==> src/rtl/smult_pkg.sv <==
// Shared constants, FSM state type and helpers for the
// serial FP16 scalar-by-vector multiplier.
package smult_pkg;

  localparam logic [15:0] FP16_MAX_POS = 16'h7BFF;
  localparam logic [15:0] FP16_MAX_NEG = 16'hFBFF;
  localparam logic [15:0] FP16_ONE     = 16'h3C00;
  localparam logic [14:0] FP16_INF_MAG = 15'h7C00;
  localparam logic [15:0] FP16_QNAN    = 16'h7E00;

  typedef enum logic [1:0] {
    IDLE,
    RUN,
    DRAIN,
    DONE
  } state_e;

  function automatic logic [15:0] fp16_sat(
    input logic sgn
  );
    return sgn ? FP16_MAX_NEG : FP16_MAX_POS;
  endfunction

endpackage

==> src/rtl/smult_vec_seq_vmult.sv <==
// Combinational FP16 multiplier, round-to-nearest-even,
// subnormal in/out; overflow flags finite*finite -> inf.
module smult_vec_seq_vmult
  import smult_pkg::*;
(
  input  logic [15:0] a_i,
  input  logic [15:0] b_i,
  output logic [15:0] product_o,
  output logic        overflow_o
);

  logic        sgn;
  logic [4:0]  ea, eb, ea_e, eb_e;
  logic [9:0]  fa, fb;
  logic        a_nan, b_nan, a_inf, b_inf;
  logic        a_zero, b_zero;
  logic [10:0] ma, mb;
  logic [21:0] mp, mn, ms;
  logic [4:0]  lz, sh;
  logic [7:0]  e_n, nsh;
  logic [43:0] wide;
  logic        sub, big, lost;
  logic        g, st, rnd;
  logic [4:0]  efld;
  logic [14:0] mag;
  logic        ovf;

  assign sgn = a_i[15] ^ b_i[15];
  assign ea  = a_i[14:10];
  assign eb  = b_i[14:10];
  assign fa  = a_i[9:0];
  assign fb  = b_i[9:0];

  assign a_nan  = (&ea) & (|fa);
  assign b_nan  = (&eb) & (|fb);
  assign a_inf  = (&ea) & ~(|fa);
  assign b_inf  = (&eb) & ~(|fb);
  assign a_zero = ~(|ea) & ~(|fa);
  assign b_zero = ~(|eb) & ~(|fb);

  // subnormals carry no hidden bit but use exponent 1
  assign ma   = {|ea, fa};
  assign mb   = {|eb, fb};
  assign ea_e = (|ea) ? ea : 5'd1;
  assign eb_e = (|eb) ? eb : 5'd1;
  assign mp   = 22'(ma) * 22'(mb);

  always_comb begin
    lz = 5'd0;
    for (int i = 0; i < 22; i++) begin
      if (mp[i]) lz = 5'(21 - i);
    end
  end

  assign mn  = mp << lz;
  assign e_n = {3'b0, ea_e} + {3'b0, eb_e}
             - 8'd14 - {3'b0, lz};

  assign sub = e_n[7] | (e_n == 8'd0);
  assign big = ~e_n[7] & (e_n >= 8'd31);
  assign nsh = 8'd1 - e_n;

  always_comb begin
    sh = 5'd0;
    if (sub) begin
      sh = (nsh > 8'd23) ? 5'd23 : nsh[4:0];
    end
  end

  assign wide = {mn, 22'b0} >> sh;
  assign ms   = wide[43:22];
  assign lost = |wide[21:0];

  // a denormalising shift always clears the hidden bit
  assign efld = ms[21] ? e_n[4:0] : 5'd0;
  assign g    = ms[10];
  assign st   = (|ms[9:0]) | lost;
  assign rnd  = g & (st | ms[11]);
  assign mag  = {efld, ms[20:11]} + {14'b0, rnd};
  assign ovf  = big | (&mag[14:10]);

  always_comb begin
    product_o  = {sgn, mag};
    overflow_o = 1'b0;
    if (a_nan | b_nan | (a_inf & b_zero)
        | (b_inf & a_zero)) begin
      product_o = FP16_QNAN;
    end else if (a_inf | b_inf) begin
      product_o = {sgn, FP16_INF_MAG};
    end else if (a_zero | b_zero) begin
      product_o = {sgn, 15'b0};
    end else if (ovf) begin
      product_o  = {sgn, FP16_INF_MAG};
      overflow_o = 1'b1;
    end
  end

endmodule

==> src/rtl/smult_vec_seq.sv <==
// Serial FP16 scalar x vector multiplier: reads elements from
// the VRF, scales them and emits write-backs at 1 elem/cycle.
module smult_vec_seq
  import smult_pkg::*;
#(
  parameter int N_ELEM = 16,
  parameter bit SAT_EN = 1'b0,
  localparam int IDX_W =
    (N_ELEM > 1) ? $clog2(N_ELEM) : 1
) (
  input  logic             Clk,
  input  logic             Rst_n,
  input  logic             start,
  input  logic [15:0]      scalar,
  output logic [IDX_W-1:0] rd_idx,
  input  logic [15:0]      vecin,
  output logic [15:0]      product,
  output logic [IDX_W-1:0] wr_idx,
  output logic             write,
  output logic             ov_elem,
  output logic             V,
  output logic             busy,
  output logic             done
);

  localparam logic [IDX_W-1:0] LAST =
    IDX_W'(N_ELEM - 1);

  state_e           state_q;
  logic [15:0]      scalar_q;
  logic [IDX_W-1:0] rd_q, ridx_q, wr_q;
  logic             rvalid_q;
  logic [15:0]      prod_q;
  logic             write_q, ov_q, v_q;
  logic             busy_q, done_q;

  logic [15:0]      mul_res, res_d;
  logic             mul_ov, wr_en;

  smult_vec_seq_vmult u_vmult (
    .a_i        (scalar_q),
    .b_i        (vecin),
    .product_o  (mul_res),
    .overflow_o (mul_ov)
  );

  assign res_d = (SAT_EN && mul_ov)
               ? fp16_sat(mul_res[15]) : mul_res;

  // an abort (start low) also kills the in-flight element
  assign wr_en = rvalid_q & start;

  always_ff @(posedge Clk or negedge Rst_n) begin
    if (!Rst_n) begin
      state_q  <= IDLE;
      scalar_q <= '0;
      rd_q     <= '0;
      ridx_q   <= '0;
      rvalid_q <= 1'b0;
      wr_q     <= '0;
      prod_q   <= '0;
      write_q  <= 1'b0;
      ov_q     <= 1'b0;
      v_q      <= 1'b0;
      busy_q   <= 1'b0;
      done_q   <= 1'b0;
    end else begin
      write_q  <= 1'b0;
      ov_q     <= 1'b0;
      rvalid_q <= 1'b0;
      unique case (state_q)
        IDLE: begin
          done_q <= 1'b0;
          busy_q <= 1'b0;
          if (start) begin
            scalar_q <= scalar;
            v_q      <= 1'b0;
            rd_q     <= '0;
            busy_q   <= 1'b1;
            state_q  <= RUN;
          end
        end
        RUN: begin
          if (!start) begin
            busy_q  <= 1'b0;
            state_q <= IDLE;
          end else begin
            rvalid_q <= 1'b1;
            ridx_q   <= rd_q;
            if (rd_q == LAST) begin
              state_q <= DRAIN;
            end else begin
              rd_q <= rd_q + IDX_W'(1);
            end
          end
        end
        DRAIN: begin
          if (!start) begin
            busy_q  <= 1'b0;
            state_q <= IDLE;
          end else begin
            state_q <= DONE;
          end
        end
        DONE: begin
          if (!start) begin
            done_q  <= 1'b0;
            busy_q  <= 1'b0;
            state_q <= IDLE;
          end else if (!done_q) begin
            done_q <= 1'b1;
            busy_q <= 1'b0;
          end
        end
        default: state_q <= IDLE;
      endcase
      if (wr_en) begin
        write_q <= 1'b1;
        wr_q    <= ridx_q;
        prod_q  <= res_d;
        ov_q    <= mul_ov;
        v_q     <= v_q | mul_ov;
      end
    end
  end

  assign rd_idx  = rd_q;
  assign wr_idx  = wr_q;
  assign product = prod_q;
  assign write   = write_q;
  assign ov_elem = ov_q;
  assign V       = v_q;
  assign busy    = busy_q;
  assign done    = done_q;

endmodule

==> config.mk <==
export PLATFORM = sky130hd
export DESIGN_NAME = smult_vec_seq
export DESIGN_NICKNAME = d
export VERILOG_FILES = /design/src/rtl/smult_pkg.sv /design/src/rtl/smult_vec_seq_vmult.sv /design/src/rtl/smult_vec_seq.sv
export SDC_FILE = /design/constraint.sdc
export NUM_CORES = 1
export LEC_CHECK = 0
export CAP_MARGIN = 15
export CORE_UTILIZATION = 29
export DETAILED_ROUTE_END_ITERATION = 10
export MAX_ROUTING_LAYER = met4
export PLACE_DENSITY = 0.56
export SYNTH_ARGS = -nofsm -noshare
export SYNTH_HDL_FRONTEND = slang
export SYNTH_HIERARCHICAL = 1
export SYNTH_SLANG_ARGS = --single-unit
==> constraint.sdc <==
create_clock -name Clk -period 31.7 [get_ports Clk]
set_input_delay 3.17 -clock Clk [delete_from_list [all_inputs] [get_ports Clk]]
set_output_delay 3.17 -clock Clk [all_outputs]
set_load 0.03 [all_outputs]
=== After elaboration in Yosys (flattened, before gate mapping) ===
Index checks and enable logic that the tools add are counted.

* Register bits after elaboration: 52
* Latch bits: 0
* RAM bits: 0
* Bits in read-only memories: 0
* Memories: 0

* $add $sub $neg: 6
* Multipliers: 1
* Div/mod/pow operators: 0
* $lt $le $gt $ge: 2
* Eq/ne operators: 11
* Shifts and indexed selects: 2
* Muxes and demuxes: 57
* Bitwise operators: 27
* Reduce and logical (&&, ||, !) cells: 22

{| class="wikitable"
|+ Operators with widths
! cell !! number
|-
| $mux W5 || 27
|-
| $mux W15 || 3
|-
| $shr A44 B5 Y44 || 1
|-
| $reduce_or A10 Y1 || 3
|-
| $mul A11 B11 Y22 || 1
|-
| $reduce_or A22 Y1 || 1
|-
| $shl A22 B5 Y22 || 1
|-
| $mux W16 || 1
|-
| $add A15 B1 Y15 || 1
|-
| $reduce_and A5 Y1 || 3
|-
| $mux W1 || 14
|-
| $mux W4 || 3
|-
| $and A1 B1 Y1 || 11
|-
| $mux W2 || 5
|-
| $ne A2 B2 Y1 const B || 5
|-
| $or A1 B1 Y1 || 10
|-
| $reduce_or A5 Y1 || 2
|-
| $ge A8 B5 Y1 const B || 1
|-
| $gt A8 B5 Y1 const B || 1
|-
| $logic_not A8 Y1 || 1
|-
| $pmux W2 S4 || 1
|-
| $pmux W4 S2 || 1
|-
| $reduce_and A2 Y1 || 4
|-
| $reduce_bool A2 Y1 || 4
|-
| other kinds (17) || 23
|}

=== Longest topological paths before layout ===
* Depth in word-level cells: 43
* Gate-level depth with buffers: 49
* Mapped depth without buffers: 44

=== Modules after synthesis ===
Netlist, hierarchy kept.

{| class="wikitable"
|+ By module, submodules not included
! module !! instances !! cells an instance !! area an instance (sq um)
|-
| smult_vec_seq_vmult || 1 || 1267 || 9414.0
|-
| smult_vec_seq || 1 || 152 || 2138.3
|}

=== Least setup slack after synthesis ===
OpenSTA, ideal clock, no wires.

* Kind: input -> register
* From: input port vecin[11]
* To: register prod_q[1], in the netlist product[1]
* Library setup time: 0.125 ns
* Arrival time: 14.387 ns
* Slack: 17.189 ns
* Stages on the path: 46
* Cell sequence: or4_1 -> nor2_1 -> clkbuf_1 -> nor2b_1 -> fa_1 -> inv_1 -> fa_1 -> fa_1 -> fa_1 -> inv_1 -> fa_1 -> ha_1 -> buf_4 -> nand2_1 -> o21ai_1 -> a21oi_4 -> xnor2_2 -> or4_1 -> [... 10 more ...] -> or3_1 -> o211a_1 -> nor3_1 -> a21o_1 -> clkbuf_1 -> o21ai_0 -> o32a_4 -> a211oi_4 -> a21oi_1 -> a21oi_1 -> ha_1 -> o21ai_0 -> nor4bb_1 -> nand4_1 -> o211ai_1 -> buf_4 -> a211oi_2 -> mux2_2

* Word-level cells in the longest chain between the ends: 31
* Elaborated cells between the ends (all ways): 54

{| class="wikitable"
|+ Ends and longest elaborated chain
! item !! line !! source
|-
| from (decl) || smult_vec_seq.sv:16 || <nowiki>input logic [15:0] vecin,</nowiki>
|-
| $reduce_or A5 Y1 || smult_vec_seq_vmult.sv:39, smult_vec_seq_vmult.sv:43, smult_vec_seq_vmult.sv:45 ||
|-
| $mul A11 B11 Y22 || smult_vec_seq_vmult.sv:46 || <nowiki>assign mp = 22'(ma) * 22'(mb);</nowiki>
|-
| $mux W5 (12 in series) || smult_vec_seq_vmult.sv:51 || <nowiki>if (mp[i]) lz = 5'(21 - i);</nowiki>
|-
| $sub A8 B5 Y8 || smult_vec_seq_vmult.sv:57 || <nowiki>- 8'd14 - {3'b0, lz};</nowiki>
|-
| $sub A1 B8 Y8 || smult_vec_seq_vmult.sv:61 || <nowiki>assign nsh = 8'd1 - e_n;</nowiki>
|-
| $gt A8 B5 Y1 || smult_vec_seq_vmult.sv:66 || <nowiki>sh = (nsh > 8'd23) ? 5'd23 : nsh[4:0];</nowiki>
|-
| $mux W5 || smult_vec_seq_vmult.sv:66 ||
|-
| $mux W5 || smult_vec_seq_vmult.sv:65 || <nowiki>if (sub) begin</nowiki>
|-
| [... 5 more ...] || n/a ||
|-
| $add A15 B1 Y15 || smult_vec_seq_vmult.sv:79 || <nowiki>assign mag = {efld, ms[20:11]} + {14'b0, rnd};</nowiki>
|-
| $reduce_and A5 Y1 || smult_vec_seq_vmult.sv:80 || <nowiki>assign ovf = big | (&mag[14:10]);</nowiki>
|-
| $or A1 B1 Y1 || smult_vec_seq_vmult.sv:80 ||
|-
| $mux W15 || smult_vec_seq_vmult.sv:92 || <nowiki>end else if (ovf) begin</nowiki>
|-
| $mux W15 || smult_vec_seq_vmult.sv:90 || <nowiki>end else if (a_zero | b_zero) begin</nowiki>
|-
| $mux W15 || smult_vec_seq_vmult.sv:88 || <nowiki>end else if (a_inf | b_inf) begin</nowiki>
|-
| $mux W16 (*) || smult_vec_seq_vmult.sv:85 || <nowiki>if (a_nan | b_nan | (a_inf & b_zero)</nowiki>
|-
| via mul_res[1] || smult_vec_seq.sv:37 || <nowiki>logic [15:0] mul_res, res_d;</nowiki>
|-
| to (signal assigned) || smult_vec_seq.sv:120 || <nowiki>prod_q <= res_d;</nowiki>
|-
| to (decl) || smult_vec_seq.sv:33 || <nowiki>logic [15:0] prod_q;</nowiki>
|}

The timed path passes the listed nets; every way through them passes the cells marked *.
A chain may end at the register's enable or synchronous reset.

=== Final worst setup path ===
* From: input port vecin[12]
* To: register prod_q[9], in the netlist product[9]

Same word-level chain as after synthesis.

==> summary.txt <==
Clock network
  – Worst-path clk slew: 70 ps
  – TritonCTS Buffers: 5
  – Worst skew pair latency: 300 ps
  – # hold bufs at CTS: 0
  – Clock root buffer: clkbuf_16
  – Clock tree from TritonCTS: built
  – Postcts setup bufs: 0
  – CTS H-Tree Depth: 2
  – Sink Count: 52
  – Post-CTS Resized: 0
  – CTS max path bufs: 2

Critical path
  – CP max stage delay: 860 ps
  – Reg-to-reg slack, setup: 17600 ps
  – Worst Setup Start Kind: input port
  – Crit path buf inv count: 3
  – Worst r2r dst: product[9]
  – Slowest cell on crit path: o211ai_1
  – R2r worst-path depth: 41
  – Delay-heaviest family, CP: compound AO/OA/AOI/OAI gates
  – WP data required: 31880 ps
  – CP Capture Type: register
  – Data arrival, critical path: 17510 ps
  – Reg-to-Reg Start: scalar_q[11]
  – Crit path kind: in2reg
  – Max FO, Critical Path: 24

Floorplan
  – Die height: 202 um
  – # IOs: 64
  – Starting Density: 29.6%
  – Width of the die: 202 um
  – Site Rows: 72
  – Core Area: 39000 um2
  – Die area: 40600 um2

Global routing
  – GRT Residual Overflow: 0
  – Met2 Resource Use GR: 30.6%
  – First-pass GRT wire length: 60.9 mm
  – Vias in the first global route: 11.1k
  – Gr busiest metal: met2
  – GRT met1 Usage: 24.7%
  – GR Util met3: 1.98%
  – Antenna violations before repair: 1
  – GRT Total Usage: 18.8%
  – Largest net degree at the start of global routing: 53

Synthesis
  – Area share of the largest cell type after synthesis: 14.2%
  – Register area share after synthesis: 11.3%
  – Number of synthesized flops with an enable pin: 0
  – Syn Nets: 1618
  – Area contributors post-synth: fa_1, dfrtp_1, ha_1, and2_1, inv_1
  – Cells after Synth: 1419
  – Post-Syn Area: 11600 um2
  – Post-synth ARST share: 100%
  – Dominant cell type by area after synthesis: fa_1
  – Mean Syn Cell Area: 8.14 um2
  – Synth Flop Type: dfrtp_1
  – List of most frequent post-synthesis cells: inv_1, nand2_1, nor2_1
  – Synth warn: 6
  – Leading cell type by number of instances after synthesis: inv_1
  – Number of synthesized register bits: 52
  – Synth cell types: 115

Routing
  – Drt initial violations: 964
  – Via count of the routed design: 11.1k
  – WL final: 36.9 mm
  – Post-route ant nets: 0
  – DRC violation count after routing: 0
  – TritonRoute pass-1 iters: 5
  – Wire per inst: 19.1 um
  – Number of vias per cell: 5.71

Run
  – Max-cap violations: 0

Timing
  – Worst-margin pin slew: 1060 ps
  – Unrepaired setup endpoints after global routing: false
  – Pins Over Slew Limit: 0
  – Fmax: 57.7 MHz
  – Max Clock Skew: 11.2 ps
  – Tmin final: 17330 ps
  – Fin. Hold Viols: 0
  – Final Cycle Share: 54.7%
  – Setup violators final: 0
  – Setup TNS Final: 0 ps
  – Worst rel slew slack: 28.8%

Layout
  – Footprint of the multi-input gates: 9320 um2
  – Fillers: 4135
  – P&R area growth vs syn: 9.93%
  – Share of cells above drive strength 1: 9.95%
  – Reg area: 1300 um2
  – Nets: 1615

Hold path
  – Hold wc startpoint: ridx_q[2]
  – Hold Path Sink: wr_idx[2]
  – Worst Hold Depth: 1
  – Hold Crit Class: reg2reg

Run status
  – Outcome: finished, final reports clean

Place
  – Port Buf Inserts: 63
  – GP Congestion: 0.971
  – Post-DP HPWL: 28.7 mm
==> cell type report <==
cell class | instances | area share [%]
Sequential cell | 52 | 10.2
Inverter | 135 | 3.99
Clock buffer | 5 | 0.985
Tap cell | 518 | 5.10
Timing Repair Buffer | 79 | 5.87
Antenna cell | 1 | 0.0197
Clock inverter | 3 | 0.365
Multi-Input combinational cell | 1143 | 73.4
==> how the worst max path moves through the flow <==
stage / from / end / slack, ps / cells past startpoint
floorplan: vecin[11] / product[1] / 17190 / 46
global placement: vecin[11] / V / 14460 / 42
detailed placement: vecin[11] / product[9] / 14320 / 41
CTS: vecin[12] / product[9] / 14590 / 41
global route: vecin[12] / product[9] / 13150 / 41
finish: vecin[12] / product[9] / 14370 / 41
==> sequential cells by signal, summed over array words and instances (netlist names) <==
name,flops
done,1
ov_elem,1
ridx_q,4
write,1
scalar_q,16
rd_idx,4
rvalid_q,1
state_q,2
product,16
V,1
busy,1
wr_idx,4
==> placed cells by master, fill, tap and decap left out, drive strengths merged, types with 11 or more instances in the layout <==
| master | n |
|---|---|
| o211ai | 28 |
| nor2b | 24 |
| a21o | 15 |
| o21ai | 56 |
| mux2 | 42 |
| ha | 82 |
| dfrtp | 52 |
| o22ai | 23 |
| fa | 82 |
| xor2 | 14 |
| nand4 | 15 |
| a21oi | 62 |
| or2 | 12 |
| buf | 17 |
| nand2 | 108 |
| and2 | 89 |
| and3 | 19 |
| a31oi | 12 |
| nor3 | 38 |
| clkdlybuf4s50 | 62 |
| nand3 | 35 |
| nor2 | 93 |
| o21a | 12 |
| a211oi | 38 |
| or3 | 11 |
| xnor2 | 20 |
| inv | 136 |
| nor4 | 21 |
==> worst register-to-register path: cells and delay by family (launching register included) <==
| family | cells | cell delay, ps |
|---|---|---|
| buffers and inverters | 3 | 300 |
| adder cells (fa/ha/maj) | 10 | 4340 |
| flip-flops | 1 | 410 |
| multiplexers | 1 | 300 |
| AO/OA/AOI/OAI | 16 | 5630 |
| AND/OR/NAND/NOR | 10 | 2450 |
| XOR/XNOR | 1 | 520 |
==> per-stage QoR <==
step	worst slack, ps	instances	hold slack (ps)	instance area [um2]	utilization, %
finish	14370	1936	505	12700	32.6
global route	13150	1936	526	12700	32.6
CTS	14590	1935	513	12700	32.6
detailed placement	14320	1927	495	12500	32.1
global placement	14460	1927	492	12500	32.1
floorplan	17190	1419	475	11600	-
==> cells by family after synthesis <==
family          share of synthesized area [%]
compound gates                           26.6
xor+xnor                                 2.84
fa+ha+maj                                23.1
buf+inv                                  8.06
flops                                    11.3
mux                                      4.61
simple gates                             23.5
==> metal layers <==
metal	up-vias	share of wire (%)
li1	5149	-
met1	5416	45
met2	427	47
met3	64	5.8
met4	0	2.3
met5	-	0
Power is not shown: default switching activity piles up to over one toggle a cycle in this logic, so the estimate is an artifact.
